[src/rtl/fractal_sync_nary_if.sv]
// Barrier-node bundle: downstream slave-side request/wake lines, upstream master-side
// request/wake lines and the completion counters.
interface fractal_sync_nary_if #(
  parameter int N_SLV     = 4,
  parameter int SLV_WIDTH = 3,
  parameter int CNT_WIDTH = 16
);
  logic [N_SLV-1:0]           slv_sync_i;
  logic [N_SLV*SLV_WIDTH-1:0] slv_level_i;
  logic [N_SLV-1:0]           slv_wake_o;
  logic [N_SLV-1:0]           slv_error_o;
  logic [N_SLV-1:0]           slv_ack_i;
  logic                       mst_sync_o;
  logic [SLV_WIDTH-2:0]       mst_level_o;
  logic                       mst_wake_i;
  logic                       mst_error_i;
  logic                       mst_ack_o;
  logic [CNT_WIDTH-1:0]       barrier_cnt_o;
  logic [CNT_WIDTH-1:0]       error_cnt_o;

  modport slave (
    input  slv_sync_i, slv_level_i, slv_ack_i, mst_wake_i, mst_error_i,
    output slv_wake_o, slv_error_o, mst_sync_o, mst_level_o, mst_ack_o,
           barrier_cnt_o, error_cnt_o
  );

  modport master (
    output slv_sync_i, slv_level_i, slv_ack_i, mst_wake_i, mst_error_i,
    input  slv_wake_o, slv_error_o, mst_sync_o, mst_level_o, mst_ack_o,
           barrier_cnt_o, error_cnt_o
  );
endinterface

[src/rtl/fractal_sync_nary.sv]
// N-ary barrier node: collects N_SLV slave requests at a common level, resolves level 1
// locally, forwards higher levels upstream one level down, then releases the participants.
module fractal_sync_nary #(
  parameter int N_SLV     = 4,
  parameter int SLV_WIDTH = 3,
  parameter int TIMEOUT   = 0,
  parameter int CNT_WIDTH = 16
) (
  input  logic                 clk_i,
  input  logic                 rstn_i,
  fractal_sync_nary_if.slave   s
);
  localparam int LVL_MAX = 2 ** (SLV_WIDTH - 1);
  localparam int TW      = (TIMEOUT > 1) ? $clog2(TIMEOUT) : 1;
  localparam logic [TW-1:0] TMO_LAST = TW'((TIMEOUT == 0) ? 0 : TIMEOUT - 1);

  typedef enum logic [1:0] {IDLE, COLLECT, FWD, WAKE} state_t;

  state_t                 state_q, state_d;
  logic [N_SLV-1:0]       arr_q, arr_d;
  logic                   err_q, err_d;
  logic [TW-1:0]          tmo_q, tmo_d;
  logic [N_SLV-1:0]       wake_q, wake_d;
  logic [N_SLV-1:0]       werr_q, werr_d;
  logic                   msync_q, msync_d;
  logic [SLV_WIDTH-2:0]   mlvl_q, mlvl_d;
  logic                   mack_q, mack_d;
  logic [CNT_WIDTH-1:0]   bcnt_q, bcnt_d;
  logic [CNT_WIDTH-1:0]   ecnt_q, ecnt_d;
  logic [SLV_WIDTH-1:0]   lvl_q;
  logic                   lvl_ld;

  logic [SLV_WIDTH-1:0]   lvl [N_SLV];
  logic [N_SLV-1:0]       new_arr;
  logic [SLV_WIDTH-1:0]   first_lvl;
  logic [SLV_WIDTH-1:0]   ref_lvl;
  logic                   found;
  logic                   lvl_mis;

  function automatic logic [CNT_WIDTH-1:0] sat_inc(input logic [CNT_WIDTH-1:0] v);
    return (&v) ? v : v + 1'b1;
  endfunction

  function automatic logic lvl_bad(input logic [SLV_WIDTH-1:0] l);
    return (l == '0) || (int'(l) > LVL_MAX);
  endfunction

  // New arrivals and their agreement with the barrier level (lowest index wins on a tie).
  always_comb begin
    new_arr   = s.slv_sync_i & ~arr_q;
    first_lvl = '0;
    found     = 1'b0;
    lvl_mis   = 1'b0;
    for (int i = 0; i < N_SLV; i++) begin
      lvl[i] = s.slv_level_i[i*SLV_WIDTH +: SLV_WIDTH];
      if (new_arr[i] && !found) begin
        first_lvl = lvl[i];
        found     = 1'b1;
      end
    end
    ref_lvl = (state_q == IDLE) ? first_lvl : lvl_q;
    for (int i = 0; i < N_SLV; i++)
      if (new_arr[i] && (lvl[i] != ref_lvl)) lvl_mis = 1'b1;
  end

  always_comb begin
    state_d = state_q;
    arr_d   = arr_q;
    err_d   = err_q;
    tmo_d   = tmo_q;
    wake_d  = wake_q;
    werr_d  = werr_q;
    msync_d = msync_q;
    mlvl_d  = mlvl_q;
    mack_d  = 1'b0;
    bcnt_d  = bcnt_q;
    ecnt_d  = ecnt_q;
    lvl_ld  = 1'b0;
    case (state_q)
      IDLE: begin
        if (|new_arr) begin
          state_d = COLLECT;
          arr_d   = new_arr;
          lvl_ld  = 1'b1;
          err_d   = lvl_mis | lvl_bad(first_lvl);
          tmo_d   = '0;
        end
      end
      COLLECT: begin
        arr_d = arr_q | new_arr;
        err_d = err_q | lvl_mis;
        if (&arr_q) begin
          if (err_q || (lvl_q == SLV_WIDTH'(1))) begin
            state_d = WAKE;
            wake_d  = arr_q;
            werr_d  = arr_q & {N_SLV{err_q}};
          end else begin
            state_d = FWD;
            msync_d = 1'b1;
            // L <= 2^(SLV_WIDTH-1), so the low bits minus one give L-1 exactly.
            mlvl_d  = lvl_q[SLV_WIDTH-2:0] - 1'b1;
          end
        end else if ((TIMEOUT != 0) && (tmo_q == TMO_LAST)) begin
          state_d = WAKE;
          err_d   = 1'b1;
          arr_d   = arr_q | new_arr;
          wake_d  = arr_q | new_arr;
          werr_d  = arr_q | new_arr;
        end else begin
          tmo_d = tmo_q + 1'b1;
        end
      end
      FWD: begin
        if (s.mst_wake_i) begin
          state_d = WAKE;
          msync_d = 1'b0;
          mlvl_d  = '0;
          mack_d  = 1'b1;
          err_d   = err_q | s.mst_error_i;
          wake_d  = arr_q;
          werr_d  = arr_q & {N_SLV{err_q | s.mst_error_i}};
        end
      end
      WAKE: begin
        wake_d = wake_q & ~s.slv_ack_i;
        werr_d = werr_q & ~s.slv_ack_i;
        if (wake_d == '0) begin
          state_d = IDLE;
          arr_d   = '0;
          err_d   = 1'b0;
          bcnt_d  = sat_inc(bcnt_q);
          if (err_q) ecnt_d = sat_inc(ecnt_q);
        end
      end
      default: state_d = IDLE;
    endcase
  end

  always_ff @(posedge clk_i or negedge rstn_i) begin
    if (!rstn_i) begin
      state_q <= IDLE;
      arr_q   <= '0;
      err_q   <= 1'b0;
      tmo_q   <= '0;
      wake_q  <= '0;
      werr_q  <= '0;
      msync_q <= 1'b0;
      mlvl_q  <= '0;
      mack_q  <= 1'b0;
      bcnt_q  <= '0;
      ecnt_q  <= '0;
    end else begin
      state_q <= state_d;
      arr_q   <= arr_d;
      err_q   <= err_d;
      tmo_q   <= tmo_d;
      wake_q  <= wake_d;
      werr_q  <= werr_d;
      msync_q <= msync_d;
      mlvl_q  <= mlvl_d;
      mack_q  <= mack_d;
      bcnt_q  <= bcnt_d;
      ecnt_q  <= ecnt_d;
    end
  end

  // Barrier level is only read while arr_q is non-zero, so it needs no reset.
  always_ff @(posedge clk_i) begin
    if (lvl_ld) lvl_q <= first_lvl;
  end

  assign s.slv_wake_o    = wake_q;
  assign s.slv_error_o   = werr_q;
  assign s.mst_sync_o    = msync_q;
  assign s.mst_level_o   = mlvl_q;
  assign s.mst_ack_o     = mack_q;
  assign s.barrier_cnt_o = bcnt_q;
  assign s.error_cnt_o   = ecnt_q;
endmodule

[src/flat_wrapper.sv]
// flat-port wrapper written by rule: the top's interface ports become plain ports
module fractal_sync_nary_flat 
#(
  parameter int N_SLV     = 4,
  parameter int SLV_WIDTH = 3,
  parameter int TIMEOUT   = 0,
  parameter int CNT_WIDTH = 16
)
  (clk_i, rstn_i, s_slv_sync_i, s_slv_level_i, s_slv_ack_i, s_mst_wake_i, s_mst_error_i, s_slv_wake_o, s_slv_error_o, s_mst_sync_o, s_mst_level_o, s_mst_ack_o, s_barrier_cnt_o, s_error_cnt_o);
  fractal_sync_nary_if #(.N_SLV(N_SLV), .SLV_WIDTH(SLV_WIDTH), .CNT_WIDTH(CNT_WIDTH)) s_i ();
  input  logic clk_i;
  input  logic rstn_i;
  input wire logic [$bits(s_i.slv_sync_i)-1:0] s_slv_sync_i;
  input wire logic [$bits(s_i.slv_level_i)-1:0] s_slv_level_i;
  input wire logic [$bits(s_i.slv_ack_i)-1:0] s_slv_ack_i;
  input wire logic [$bits(s_i.mst_wake_i)-1:0] s_mst_wake_i;
  input wire logic [$bits(s_i.mst_error_i)-1:0] s_mst_error_i;
  output wire logic [$bits(s_i.slv_wake_o)-1:0] s_slv_wake_o;
  output wire logic [$bits(s_i.slv_error_o)-1:0] s_slv_error_o;
  output wire logic [$bits(s_i.mst_sync_o)-1:0] s_mst_sync_o;
  output wire logic [$bits(s_i.mst_level_o)-1:0] s_mst_level_o;
  output wire logic [$bits(s_i.mst_ack_o)-1:0] s_mst_ack_o;
  output wire logic [$bits(s_i.barrier_cnt_o)-1:0] s_barrier_cnt_o;
  output wire logic [$bits(s_i.error_cnt_o)-1:0] s_error_cnt_o;
  assign s_i.slv_sync_i = s_slv_sync_i;
  assign s_i.slv_level_i = s_slv_level_i;
  assign s_i.slv_ack_i = s_slv_ack_i;
  assign s_i.mst_wake_i = s_mst_wake_i;
  assign s_i.mst_error_i = s_mst_error_i;
  assign s_slv_wake_o = s_i.slv_wake_o;
  assign s_slv_error_o = s_i.slv_error_o;
  assign s_mst_sync_o = s_i.mst_sync_o;
  assign s_mst_level_o = s_i.mst_level_o;
  assign s_mst_ack_o = s_i.mst_ack_o;
  assign s_barrier_cnt_o = s_i.barrier_cnt_o;
  assign s_error_cnt_o = s_i.error_cnt_o;
  fractal_sync_nary #(.N_SLV(N_SLV), .SLV_WIDTH(SLV_WIDTH), .TIMEOUT(TIMEOUT), .CNT_WIDTH(CNT_WIDTH)) u_core (.clk_i(clk_i), .rstn_i(rstn_i), .s(s_i));
endmodule
[config.mk]
export PLATFORM = sky130hd
export DESIGN_NAME = fractal_sync_nary_flat
export DESIGN_NICKNAME = d
export VERILOG_FILES = /design/src/rtl/fractal_sync_nary_if.sv /design/src/rtl/fractal_sync_nary.sv /design/src/flat_wrapper.sv
export SDC_FILE = /design/constraint.sdc
export NUM_CORES = 1
export LEC_CHECK = 0
export ABC_AREA = 1
export BUFFER_PORTS_ARGS = -buffer_cell sky130_fd_sc_hd__buf_4
export CORE_ASPECT_RATIO = 0.8
export CORE_MARGIN = 1
export CORE_UTILIZATION = 55
export CTS_CLUSTER_DIAMETER = 150
export DETAILED_ROUTE_END_ITERATION = 6
export PLACE_DENSITY = 0.87
export RECOVER_POWER = 50
export SYNTH_ARGS = -nofsm -noshare
export SYNTH_HDL_FRONTEND = slang
export SYNTH_SLANG_ARGS = --single-unit
[constraint.sdc]
create_clock -name clk_i -period 2.47 [get_ports clk_i]
set_clock_uncertainty 0.1 [all_clocks]
set_input_delay 0.247 -clock clk_i [delete_from_list [all_inputs] [get_ports clk_i]]
set_output_delay 0.247 -clock clk_i [all_outputs]
set_load 0.02 [all_outputs]
=== Word level (Yosys, flattened, before mapping) ===
Cells that the tools add are included.

* Register bits: 54
* Output and inout bits: 44

* Reductions and logical operators: 29
* Eq/ne operators: 14
* Mux-type cells: 45
* Order comparisons: 1
* Add/sub/neg operators: 3
* Bitwise gates (word level): 13

{| class="wikitable"
|+ Operators with widths
! kind !! count
|-
| 4-bit one-hot mux with 3 select lines || 3
|-
| 16-bit by 1-bit adder with 16-bit output (second input constant) || 2
|-
| 4-bit two-way mux || 8
|-
| 16-bit AND reduction || 2
|-
| 4-bit AND || 5
|-
| 4-bit AND reduction || 5
|-
| 1-bit two-way mux || 18
|-
| 3-bit two-way mux || 5
|-
| 2-bit two-way mux || 7
|-
| 3-bit inequality test || 4
|-
| 3-bit AND reduction || 3
|-
| 4-bit NOT || 2
|-
| 2-bit one-hot mux with 4 select lines || 1
|-
| 1-bit logical AND || 7
|-
| 2-bit by 1-bit inequality test with 1-bit output (second input constant) || 3
|-
| 2-bit inequality test (second input constant) || 3
|-
| 3-bit nonzero test || 2
|-
| 2-bit == test (second input constant) || 2
|-
| 4-bit zero test || 1
|-
| 4-bit bitwise OR || 1
|-
| 1-bit one-hot mux with 4 select lines || 1
|-
| 2-bit one-hot mux with 2 select lines || 1
|-
| 4-bit OR reduction || 1
|-
| 3-bit by 1-bit == test with 1-bit output (second input constant) || 1
|-
| 11 further kinds || 17
|}

=== Longest topological paths before layout ===
Gate-level depths: netlist of the first run.

* Depth in word-level cells: 22
* Gate-level depth with buffers: 16

=== Least setup slack after synthesis of the first run ===
Ideal clock, no wire load.

* Kind: reg2reg
* Start: reg u_core.ecnt_q[0] (netlist: u_core.s.error_cnt_o[0])
* End: reg u_core.ecnt_q[15] (netlist: u_core.s.error_cnt_o[15])
* Slack: 0.466 ns
* Path buffers: 0
* Data arrival time: 1.781 ns
* Data required time: 2.246 ns
* Period minus slack after synthesis: 2.004 ns
* Stages on the path, launching flop included: 13
* Cell sequence: dfrtp_1 > ha_1 > nand2_1 > nor2_1 > nand2_1 > nor2_1 > a31oi_1 > nand2_2 > nor2_4 > nand3_2 > nor2_4 > nand4_1 > xor2_1

* Cells in the longest elaborated chain, start to end: 3
* Elaborated cells between the ends (all ways): 4
* Classes of those cells: add/sub (1); bitwise (1); reduce/logical (2)

{| class="wikitable"
|+ Ends and longest elaborated chain
! item !! line !! text
|-
| from (decl) || fractal_sync_nary.sv:29 || <nowiki>logic [CNT_WIDTH-1:0] ecnt_q, ecnt_d;</nowiki>
|-
| from (signal assigned) || fractal_sync_nary.sv:163 || <nowiki>ecnt_q <= ecnt_d;</nowiki>
|-
| parallel branches: the longest is 3 deep, another holds 16-bit by 1-bit adder with 16-bit output || n/a ||
|}

Parallel ways; which one is timed is not known.
A chain may end at the register's enable or synchronous reset.

=== Worst setup path in the final report of the first run ===
* Start: reg u_core.state_q[1]
* End: reg u_core.werr_q[1] (netlist: u_core.s.slv_error_o[1])

* Cells in the longest elaborated chain, start to end: 3
* Elaborated cells between the ends (all ways): 9
* Classes of those cells: eq/ne (6); mux (1); reduce/logical (2)

{| class="wikitable"
|+ Ends and longest elaborated chain
! item !! line !! text
|-
| from (decl) || fractal_sync_nary.sv:19 || <nowiki>state_t state_q, state_d;</nowiki>
|-
| from (signal assigned) || fractal_sync_nary.sv:153 || <nowiki>state_q <= state_d;</nowiki>
|-
| 2-bit by 1-bit == test with 1-bit output (tied with other cells) || n/a ||
|-
| 2-bit by 1-bit inequality test with 1-bit output (no source line) (tied with other cells) || n/a ||
|-
| 4-bit AND reduction (no source line) || n/a ||
|-
| to (signal assigned) || fractal_sync_nary.sv:158 || <nowiki>werr_q <= werr_d;</nowiki>
|-
| to (decl) || fractal_sync_nary.sv:24 || <nowiki>logic [N_SLV-1:0] werr_q, werr_d;</nowiki>
|}

Parallel ways exist; a longest one is shown, timed or not.

==> summary.md, run 1 <==
| Metric | Value |
|---|---|
| Worst Tran Pin Value | `1.25 ns` |
| Root buffer selected by CTS | `clkbuf_8` |
| Sequential share of the synthesized area | `0.429` |
| Synthesized flop and latch total | `54` |
| Dpl ws | `approximately 0.28 ns` |
| YS warnings | `0` |
| Pins Over Slew Limit | `0` |
| Slew HR | `0.167` |
| Minimum clock period | `around 2.3 ns` |
| WHS Endpoint | `u_core.s.mst_ack_o` |
| Status | `completed` |
| Syn nets | `440` |
| Final core utilization | `0.690` |
| Hold WC Path Type | `in2reg` |
| Post-Syn Area | `between 3000 and 4000 sq um` |
| RSZ-0062 raised after global routing | `false` |
| Most frequent cells in the layout | `112 x nand2_1, 60 x inv_1, 51 x dfrtp_1` |
| Multi-input logic area | `~1600 sq um` |
| Top Ports | `just under 70` |
| Largest net degree at the start of global routing | `52` |
| Grt total ovfl | `0` |
| Post-CTS Setup Bufs | `0` |
| Synth area leaders | `dfrtp_1 40%, nand2_1 13%, inv_1 7.1%` |
| Detail Placement HPWL | `between 5000 and 6000 um` |
| Clk slew on worst S/H paths | `0.09 ns` |
| DRT Pass-1 Iters | `5` |
| Starting Density | `0.577` |
| GR peak layer | `met2` |
| Avg Cell Area, Syn | `a little under 8 sq um` |
| Iteration-0 DRC Markers | `approximately 260` |
| Data arrival time of the worst path | `2.38 ns` |
| Endpoints failing setup | `0` |
| Total CTS buffers | `5` |
| Hold path startpoint | `s_mst_wake_i` |
| CTS tree | `yes` |
| Wire per inst | `around 14 um` |
| Flip-flop and latch area | `between 1000 and 1500 sq um` |
| Post-route ant nets | `0` |
| Worst Setup Start Kind | `flop` |
| Htree depth | `2` |
| Setup TNS | `0 ns` |
| N_diodes | `0` |
| GPL Wtd Cong | `~0.99` |
| FF-to-FF setup slack | `0.21 ns` |
| Die area | `~6000 sq um` |
| Worst EP required | `~2.6 ns` |
| P_leak | `~2 nW` |
| Period utilization | `0.916` |
| Via density per instance | `5.31` |
| Sink Count | `54` |
| First-pass GRT wire length | `12,100 um` |
| Maximum vdd ir drop | `about 0.00063 V` |
| Met1 usage | `0.338` |
| # rows | `24` |
| Fin. Hold Viols | `0` |
| DRC Markers | `0` |
| F_max | `between 400 and 500 MHz` |
| Power Total | `just over 4 mW` |
| Post-synth top flop | `dfrtp_1` |
| Reg2reg start | `u_core.state_q[1]` |
| Worst R2R Path Depth | `9` |
| Critical path class | `reg2reg` |
| Max cap viols | `0` |
| GR Layer Usage met3 | `0.0532` |
| Clock Latency Late Sink | `0.30 ns` |
| Unique masters post-synth | `33` |
| Initial antenna violation count | `0` |
| Reg2reg end | `u_core.s.slv_error_o[1]` |
| CTS Buffer Depth | `2` |
| Pwr dens | `about 1100 nW/um^2` |
| Chip Width | `87.1 um` |
| Met2 usage | `0.431` |
| Placeable core area | `between 5000 and 6000 sq um` |
| WHS | `0.0637 ns` |
| Via count | `approximately 3,000` |
| Top-area cell type share of the netlist area | `0.400` |
| Final WL | `7700 um` |
| Largest area contributor in the netlist | `dfrtp_1` |
| Post-Syn Instances | `~410` |
| Cell depth of the worst hold path | `3` |
| Commonest non-fill, non-tap cell in the layout | `nand2_1` |
| Post-route setup slack | `just over 0.2 ns` |
| Crit-path max FO | `8` |
| Nets | `518` |
| Area growth syn-to-layout | `19.5%` |
| Worst setup EP type | `flop` |
| Post-synth EDFFs | `3` |
| Die Ht | `between 70 and 80 um` |
| Number of global-route vias before repair | `~2,800` |
| Layout cells sized above 1 | `0.171` |
| FILL cells | `approximately 480` |
| Async SR Flop Fraction | `0.944` |
| Global Route Usage Sum | `0.256` |
| Input/output buffers | `67` |
power by group:
group | switching, mW | internal (mW) | leakage, nW | total (mW)
sequential | 0.231 | 1.14 | 0.657 | 1.37
combinational | 1.43 | 0.779 | 1.35 | 2.21
clock | 0.276 | 0.195 | 0.0373 | 0.471
cell families (layout without fill, tap and decap cells):
group | count (synthesis) | after routing | share of synthesized area
AO/OA/AOI/OAI | 35 | 35 | 0.0608
XOR/XNOR | 29 | 29 | 0.0797
adder cells (fa/ha/maj) | 8 | 8 | 0.0314
buffers and inverters | 64 | 142 | 0.0757
flip-flops | 54 | 54 | 0.429
multiplexers | 1 | 1 | 0.00353
AND/OR/NAND/NOR | 217 | 217 | 0.320
state kept, by name, indices dropped and copies added (netlist names), 2 cells and up:
register and cells:
u_core.s.slv_error_o 4, u_core.lvl_q 3, u_core.arr_q 4, u_core.s.mst_level_o 2, u_core.s.barrier_cnt_o 16, u_core.state_q 2, u_core.s.slv_wake_o 4, u_core.s.error_cnt_o 16
cells in the mapped netlist (all sizes together) (2+ instances only):
cell and number:
a21oi 14, a31oi 2, dfrtp 51, edfxtp 3, ha 8, inv 62, nand2 121, nand3 36
nand3b 3, nand4 5, nor2 39, nor3 7, nor4 2, o21ai 14, or2 3, xnor2 8
xor2 21
metrics by stage:
step           instance area [sq um]  instances
3_3_place_gp                    3820        556
6_report                        3810        564
5_1_grt                         3810        564
2_1_floorplan                   3190        408
4_1_cts                         3910        564
3_5_place_dp                    3820        556
timing repair:
| action | in CTS | in global routing |
|---|---|---|
| endpoints found under the hold margin | 51 | 0 |
| resized for setup | 0 | 0 |
| hold buffers | 1 | 0 |
how the worst max path moves through the flow:
stage	startpoint	endpoint	slack, ns	cells after the start
3_3_place_gp	u_core.s.error_cnt_o[0]	u_core.s.error_cnt_o[14]	0.44	11
6_report	u_core.state_q[1]	u_core.s.slv_error_o[1]	0.21	9
4_1_cts	u_core.s.error_cnt_o[0]	u_core.s.error_cnt_o[14]	0.26	11
3_5_place_dp	u_core.s.error_cnt_o[0]	u_core.s.error_cnt_o[14]	0.28	11
5_1_grt	u_core.s.error_cnt_o[0]	u_core.s.error_cnt_o[14]	0.09	11
2_1_floorplan	u_core.s.error_cnt_o[0]	u_core.s.error_cnt_o[15]	0.47	12
routing by layer:
layer	routed length (um)	share of wire
met1	3310	0.43
met2	3700	0.48
met3	604	0.078
met4	85	0.011
met5	0	0
critical path, stage by stage (launching register included):
cell and delay [ns]:
dfrtp_1 0.40, inv_1 0.12, ha_1 0.22, inv_1 0.17
a41oi_1 0.12, a21oi_1 0.24, nand2_1 0.11, inv_1 0.20
o2111ai_1 0.25, o21ai_0 0.24
final cells by class:
class	instances	share of cell area
multi-input cells	290	0.415
well taps	78	0.0256
inverters	62	0.0611
repair buffers	73	0.119
clock inverters	1	0.00197
clock buffers	6	0.0190
flip-flops and latches	54	0.359
No activity file was read; power rests on OpenSTA's default activity.
==> inputs of run 2 (changes only) <==
--- a/config.mk
+++ b/config.mk
@@ -13,7 +13,7 @@
 export CTS_CLUSTER_DIAMETER = 150
 export DETAILED_ROUTE_END_ITERATION = 6
 export PLACE_DENSITY = 0.87
-export RECOVER_POWER = 50
+export SKIP_CTS_REPAIR_TIMING = 1
 export SYNTH_ARGS = -nofsm -noshare
 export SYNTH_HDL_FRONTEND = slang
 export SYNTH_SLANG_ARGS = --single-unit
==> summary.md, run 2 (synthesis gave the netlist of run 1 again) <==
| Metric | Value |
|---|---|
| Status | `completed` |
| FF-to-FF setup slack | `0.19 ns (-0.02 ns)` |
| Data arrival time of the worst path | `2.40 ns (+0.02 ns)` |
| Initial antenna violation count | `0 (unchanged)` |
| CTS Buffer Depth | `2 (unchanged)` |
| Period utilization | `0.923 (+0.00663)` |
| Cell-internal power | `2.18 mW (+3.0%)` |
| Final core utilization | `0.707 (+0.0174)` |
| Non-filler instance count after layout | `564 (unchanged)` |
| Largest net degree at the start of global routing | `52 (unchanged)` |
| Area growth syn-to-layout | `22.6%` |
| Worst Setup Start Kind | `flop` |
| Placeable core area | `5530 sq um (unchanged)` |
| Worst Path Buf+Inv | `3 (unchanged)` |
| Reg power frac | `0.334 (-0.005)` |
| Worst setup EP type | `flop` |
| Number of global-route vias before repair | `2,758 (-0.43%)` |
| Via density per instance | `5.29 (-0.47%)` |
| Routed length on met1 | `3330 um (+0.54%)` |
| Pins Over Slew Limit | `0 (unchanged)` |
| Post-route ant nets | `0 (unchanged)` |
| Clock Latency Late Sink | `0.30 ns (about the same)` |
| Placed insts | `556 (unchanged)` |
| N_diodes | `0 (unchanged)` |
| Wire per inst | `13.6 um (-0.35%)` |
| Top Ports | `68 (unchanged)` |
| Worst Tran Pin Value | `0.643 ns (-0.606 ns)` |
| Pwr dens | `1050 nW/um^2 (-0.89%)` |
| Die area | `6110 sq um (unchanged)` |
| Max cap viols | `0 (unchanged)` |
| Cell family with most CP delay | `compound AO/OA/AOI/OAI gates` |
| Crit-path max cell delay | `0.41 ns (about the same)` |
| Critical path class | `reg2reg` |
| Critical-path cell list | `inv_1 -> ha_1 -> inv_1 -> a41oi_1 -> a21oi_1 -> nand2_1 -> inv_1 -> o2111ai_1 -> o21ai_0` |
| Minimum clock period | `2.28 ns (+0.0164 ns)` |
| # rows | `24 (unchanged)` |
| RSZ-0062 raised after global routing | `false` |
| Commonest non-fill, non-tap cell in the layout | `nand2_1` |
| Detail Placement HPWL | `5860 um (unchanged)` |
| Crit-path max FO | `8 (unchanged)` |
| Starting Density | `0.577 (unchanged)` |
| P_leak | `2.14 nW (+4.7%)` |
| Maximum vdd ir drop | `0.000665 V (+4.8%)` |
| Slowest cell on the critical path | `dfrtp_1` |
| Htree depth | `2 (unchanged)` |
| Iteration-0 DRC Markers | `304 (+18%)` |
| Setup TNS | `0 ns (unchanged)` |
| Layout cells sized above 1 | `0.222 (+0.0514)` |
| First-pass GRT wire length | `12,100 um (-0.34%)` |
| Routed wl met3 | `550 um (-8.9%)` |
| DRC Markers | `0 (unchanged)` |
| Hold WC Path Type | `in2reg` |
| Sw power | `1.94 mW (+0.13%)` |
| Net Sw Frac | `0.471 (-0.00701)` |
| Slew HR | `0.571 (+0.404)` |
| Final WL | `7670 um (-0.35%)` |
| Worst EP required | `2.59 ns (about the same)` |
| DR top layer | `met4` |
| Clk slew on worst S/H paths | `0.09 ns (about the same)` |
| GPL Wtd Cong | `0.986 (unchanged)` |
| CTS tree | `yes` |
| Input/output buffers | `67 (unchanged)` |
| Sink Count | `54 (unchanged)` |
| Die Ht | `70.1 um (unchanged)` |
| DRT Pass-1 Iters | `5 (unchanged)` |
| Endpoints failing setup | `0 (unchanged)` |
| Via count | `2,981 (-0.47%)` |
| Global Route Usage Sum | `0.255 (-0.00102)` |
| Power Total | `4.12 mW (+1.6%)` |
| Grt total ovfl | `0 (unchanged)` |
| Root buffer selected by CTS | `clkbuf_8` |
| Total CTS buffers | `5 (unchanged)` |
| Clock network fraction of total power | `0.115 (about the same)` |
| Nets | `518 (unchanged)` |
| Combinational Power Share | `0.551 (+0.006)` |
| Fin. Hold Viols | `0 (unchanged)` |
| F_max | `439 MHz (-0.72%)` |
| Top cell by count, worst path | `inv_1` |
| Most frequent cells in the layout | `112 x nand2_1, 72 x buf_4, 60 x inv_1` |
| Routed wl met2 | `3720 um (+0.51%)` |
| Chip Width | `87.1 um (unchanged)` |
-- run 2: changes by cell type in the layout (fill, tap and decap cells not counted), sizes merged --
cell,previous run,this run
buf,46,72
clkbuf,32,6
-- run 2: path summary, 6_finish.rpt --
kind / startpoint / end / depth (start not counted)
worst max-delay path: u_core.state_q[1] / u_core.s.slv_error_o[1] / 9
worst min-delay path: s_mst_wake_i / u_core.s.mst_ack_o / 3
worst max register to register: u_core.state_q[1] / u_core.s.slv_error_o[1] / 9
worst min register to register: u_core.s.mst_sync_o / u_core.s.mst_sync_o / 2
max in group asynchronous: rstn_i / u_core.s.slv_error_o[1] / 2
min in group asynchronous: rstn_i / u_core.s.mst_sync_o / 2
-- run 2: cell type report --
class	count	area (sq um)
clock buffers	6	72.6
well taps	78	97.6
fillers	444	1620
inverters	62	233
repair buffers	73	551
multi-input cells	290	1580
clock inverters	1	7.51
flip-flops and latches	54	1370
-- run 2: worst min-delay path: stages --
cell and delay, ns:
buf_4 0.09, nand2_1 0.05, inv_1 0.04
-- run 2: stage by stage --
step           setup WS [ns]  hold WS [ns]  cell area (sq um)
2_1_floorplan          0.466        -0.149               3190
3_3_place_gp           0.437         0.208               3820
3_5_place_dp           0.283         0.215               3820
4_1_cts                0.259        -0.118               3900
5_1_grt               0.0890        0.0609               3910
6_report               0.191        0.0589               3910
-- run 2: power groups by stage --
stage / clock network (mW) / logic [mW] / registers [mW]
4_1_cts: 0.483 / 2.23 / 1.38
6_report: 0.473 / 2.27 / 1.38
5_1_grt: 0.516 / 2.50 / 1.41
3_3_place_gp: 0 / 2.13 / 1.38
2_1_floorplan: 0 / 1.33 / 1.51
3_5_place_dp: 0 / 2.21 / 1.39
-- run 2: per-layer routing --
| metal | global-route usage | vias to the layer above |
|---|---|---|
| li1 | - | 1446 |
| met4 | 0.0656 | 0 |
| met1 | 0.338 | 1405 |
| met2 | 0.428 | 120 |
| met3 | 0.0532 | 10 |
| met5 | 0 | - |
==> inputs of run 3 (changes only) <==
--- a/config.mk
+++ b/config.mk
@@ -13,6 +13,7 @@
 export CTS_CLUSTER_DIAMETER = 150
 export DETAILED_ROUTE_END_ITERATION = 6
 export PLACE_DENSITY = 0.87
+export REMOVE_ABC_BUFFERS = 1
 export SKIP_CTS_REPAIR_TIMING = 1
 export SYNTH_ARGS = -nofsm -noshare
 export SYNTH_HDL_FRONTEND = slang
==> summary.md, run 3 (synthesis gave the netlist of run 1 again) <==
| Metric | Value |
|---|---|
| Die area | `6110 sq um (unchanged)` |
| Wire per inst | `12.9 um (-4.8%)` |
| P_leak | `2.15 nW (+0.42%)` |
| Global Route Usage Sum | `0.246 (-0.00960)` |
| Worst path depth | `9 (unchanged)` |
| Input/output buffers | `67 (unchanged)` |
| Placeable core area | `5530 sq um (unchanged)` |
| Post-route ant nets | `0 (unchanged)` |
| Worst Tran Pin Value | `0.635 ns (-0.00765 ns)` |
| Die Ht | `70.1 um (unchanged)` |
| Met1 usage | `0.357 (+0.0194)` |
| Sink Count | `54 (unchanged)` |
| Via density per instance | `5.13 (-2.9%)` |
| Commonest non-fill, non-tap cell in the layout | `nand2_1` |
| Clk slew on worst S/H paths | `0.10 ns (about the same)` |
| Cell-internal power | `2.28 mW (+4.7%)` |
| Reg power frac | `0.329 (-0.005)` |
| Setup TNS | `0 ns (unchanged)` |
| Sw power | `1.92 mW (-0.91%)` |
| CTS tree | `yes` |
| Cell family with most CP delay | `compound AO/OA/AOI/OAI gates` |
| Final WL | `7280 um (-5.1%)` |
| Critical path endpoint | `u_core.s.slv_error_o[2]` |
| Slew HR | `0.576 (+0.00510)` |
| CP startpoint | `u_core.state_q[1]` |
| Largest net degree at the start of global routing | `52 (unchanged)` |
| Top cell by count, worst path | `inv_1` |
| Worst EP required | `2.56 ns (-0.03 ns)` |
| N_diodes | `0 (unchanged)` |
| Grt total ovfl | `0 (unchanged)` |
| DRT Pass-1 Iters | `5 (unchanged)` |
| Net Sw Frac | `0.457 (-0.0137)` |
| Top Ports | `68 (unchanged)` |
| Layout cells sized above 1 | `0.223 (+0.000918)` |
| GR Layer Usage met3 | `0.0402 (-0.0130)` |
| Status | `completed` |
| Power Total | `4.21 mW (+2.1%)` |
| Reg2reg end | `u_core.s.slv_error_o[2]` |
| CTS Buffer Depth | `2 (unchanged)` |
| First-pass GRT wire length | `11,800 um (-2.3%)` |
| Critical path class | `reg2reg` |
| Crit-path max cell delay | `0.43 ns (+0.02 ns)` |
| Starting Density | `0.577 (unchanged)` |
| Data arrival time of the worst path | `2.33 ns (-0.07 ns)` |
| Met2 usage | `0.386 (-0.0420)` |
| GPL Wtd Cong | `0.984 (-0.25%)` |
| Endpoints failing setup | `0 (unchanged)` |
| GR peak layer | `met2` |
| Fin. Hold Viols | `0 (unchanged)` |
| Htree depth | `2 (unchanged)` |
| Worst Path Buf+Inv | `3 (unchanged)` |
| Via count | `2,883 (-3.3%)` |
| Most frequent cells in the layout | `112 x nand2_1, 69 x buf_4, 60 x inv_1` |
| Worst R2R Path Depth | `9 (unchanged)` |
| FF-to-FF setup slack | `0.23 ns (+0.04 ns)` |
| Critical-path cell list | `inv_1 -> ha_2 -> inv_1 -> a41oi_1 -> a21oi_1 -> nand2_1 -> inv_1 -> o2111ai_1 -> o21ai_0` |
| Root buffer selected by CTS | `clkbuf_8` |
| Combinational Power Share | `0.523 (-0.028)` |
| Max cap viols | `0 (unchanged)` |
| Minimum clock period | `2.24 ns (-0.0371 ns)` |
| RSZ-0062 raised after global routing | `false` |
| Initial antenna violation count | `0 (unchanged)` |
| Chip Width | `87.1 um (unchanged)` |
| Pins Over Slew Limit | `0 (unchanged)` |
| Worst Setup Start Kind | `flop` |
| Worst setup EP type | `flop` |
| Crit-path max FO | `8 (unchanged)` |
| Clock Latency Late Sink | `0.31 ns (about the same)` |
| Period utilization | `0.908 (-0.0150)` |
| Reg2reg start | `u_core.state_q[1]` |
| Non-filler instance count after layout | `562 (-0.35%)` |
| Hold WC Path Type | `in2reg` |
| WHS | `0.0710 ns (+0.0121 ns)` |
| Detail Placement HPWL | `5600 um (-4.5%)` |
| F_max | `446 MHz (+1.7%)` |
| Nets | `515 (-0.58%)` |
| Area growth syn-to-layout | `23.2%` |
| Total CTS buffers | `5 (unchanged)` |
| Number of global-route vias before repair | `2,583 (-6.3%)` |
| Maximum vdd ir drop | `0.000657 V (-1.2%)` |
| Iteration-0 DRC Markers | `172 (-43%)` |
| Pwr dens | `1070 nW/um^2 (+1.5%)` |
| DRC Markers | `0 (unchanged)` |
| # rows | `24 (unchanged)` |
| Clock network fraction of total power | `0.148 (+0.033)` |
| Placed insts | `553 (-0.54%)` |
| Slowest cell on the critical path | `dfrtp_1` |
[run 3: power groups by stage]
stage	sequential, mW	combinational [mW]	clock [mW]
after CTS	1.38	2.16	0.633
after detailed placement	1.39	2.15	0
final	1.38	2.20	0.624
after global routing	1.41	2.44	0.665
after global placement	1.39	2.09	0
after floorplan	1.51	1.33	0
[run 3: final cells by class]
cell class              count  area [sq um]
multi-input cells         290          1580
fillers                   453          1600
clock buffers               6          82.6
repair buffers             70           528
well taps                  78          97.6
clock inverters             2          38.8
flip-flops and latches     54          1370
inverters                  62           233
[run 3: per-layer routing]
layer  share of wire  wire (um)  vias up
li1                -          -     1436
met1            0.46       3310     1323
met2            0.47       3440      116
met3           0.063        462        8
met4          0.0087         63        0
met5               0          0        -
[run 3: worst min-delay path by stage]
stage / slack (ns) / end / depth (start not counted) / start
after detailed placement: 0.21 / u_core.s.slv_error_o[0] / 1 / rstn_i
after floorplan: -0.15 / u_core.arr_q[0] / 0 / rstn_i
after global routing: 0.08 / u_core.s.mst_ack_o / 3 / s_mst_wake_i
after CTS: -0.12 / u_core.s.barrier_cnt_o[7] / 1 / rstn_i
after global placement: 0.21 / u_core.s.slv_error_o[2] / 1 / rstn_i
final: 0.07 / u_core.s.mst_ack_o / 3 / s_mst_wake_i
[run 3: through the flow]
step / util / setup WS, ns / instance area (sq um)
after global placement: 0.687 / 0.426 / 3790
after CTS: 0.709 / 0.172 / 3920
after global routing: 0.711 / 0.0201 / 3930
final: 0.711 / 0.228 / 3930
after detailed placement: 0.687 / 0.199 / 3790
after floorplan: - / 0.383 / 3180
[run 3: tightest hold or removal path, delay by kind of cell]
kind,cells,cell delay (ns)
buffers and inverters,2,0.15
and+or+nand+nor,1,0.04
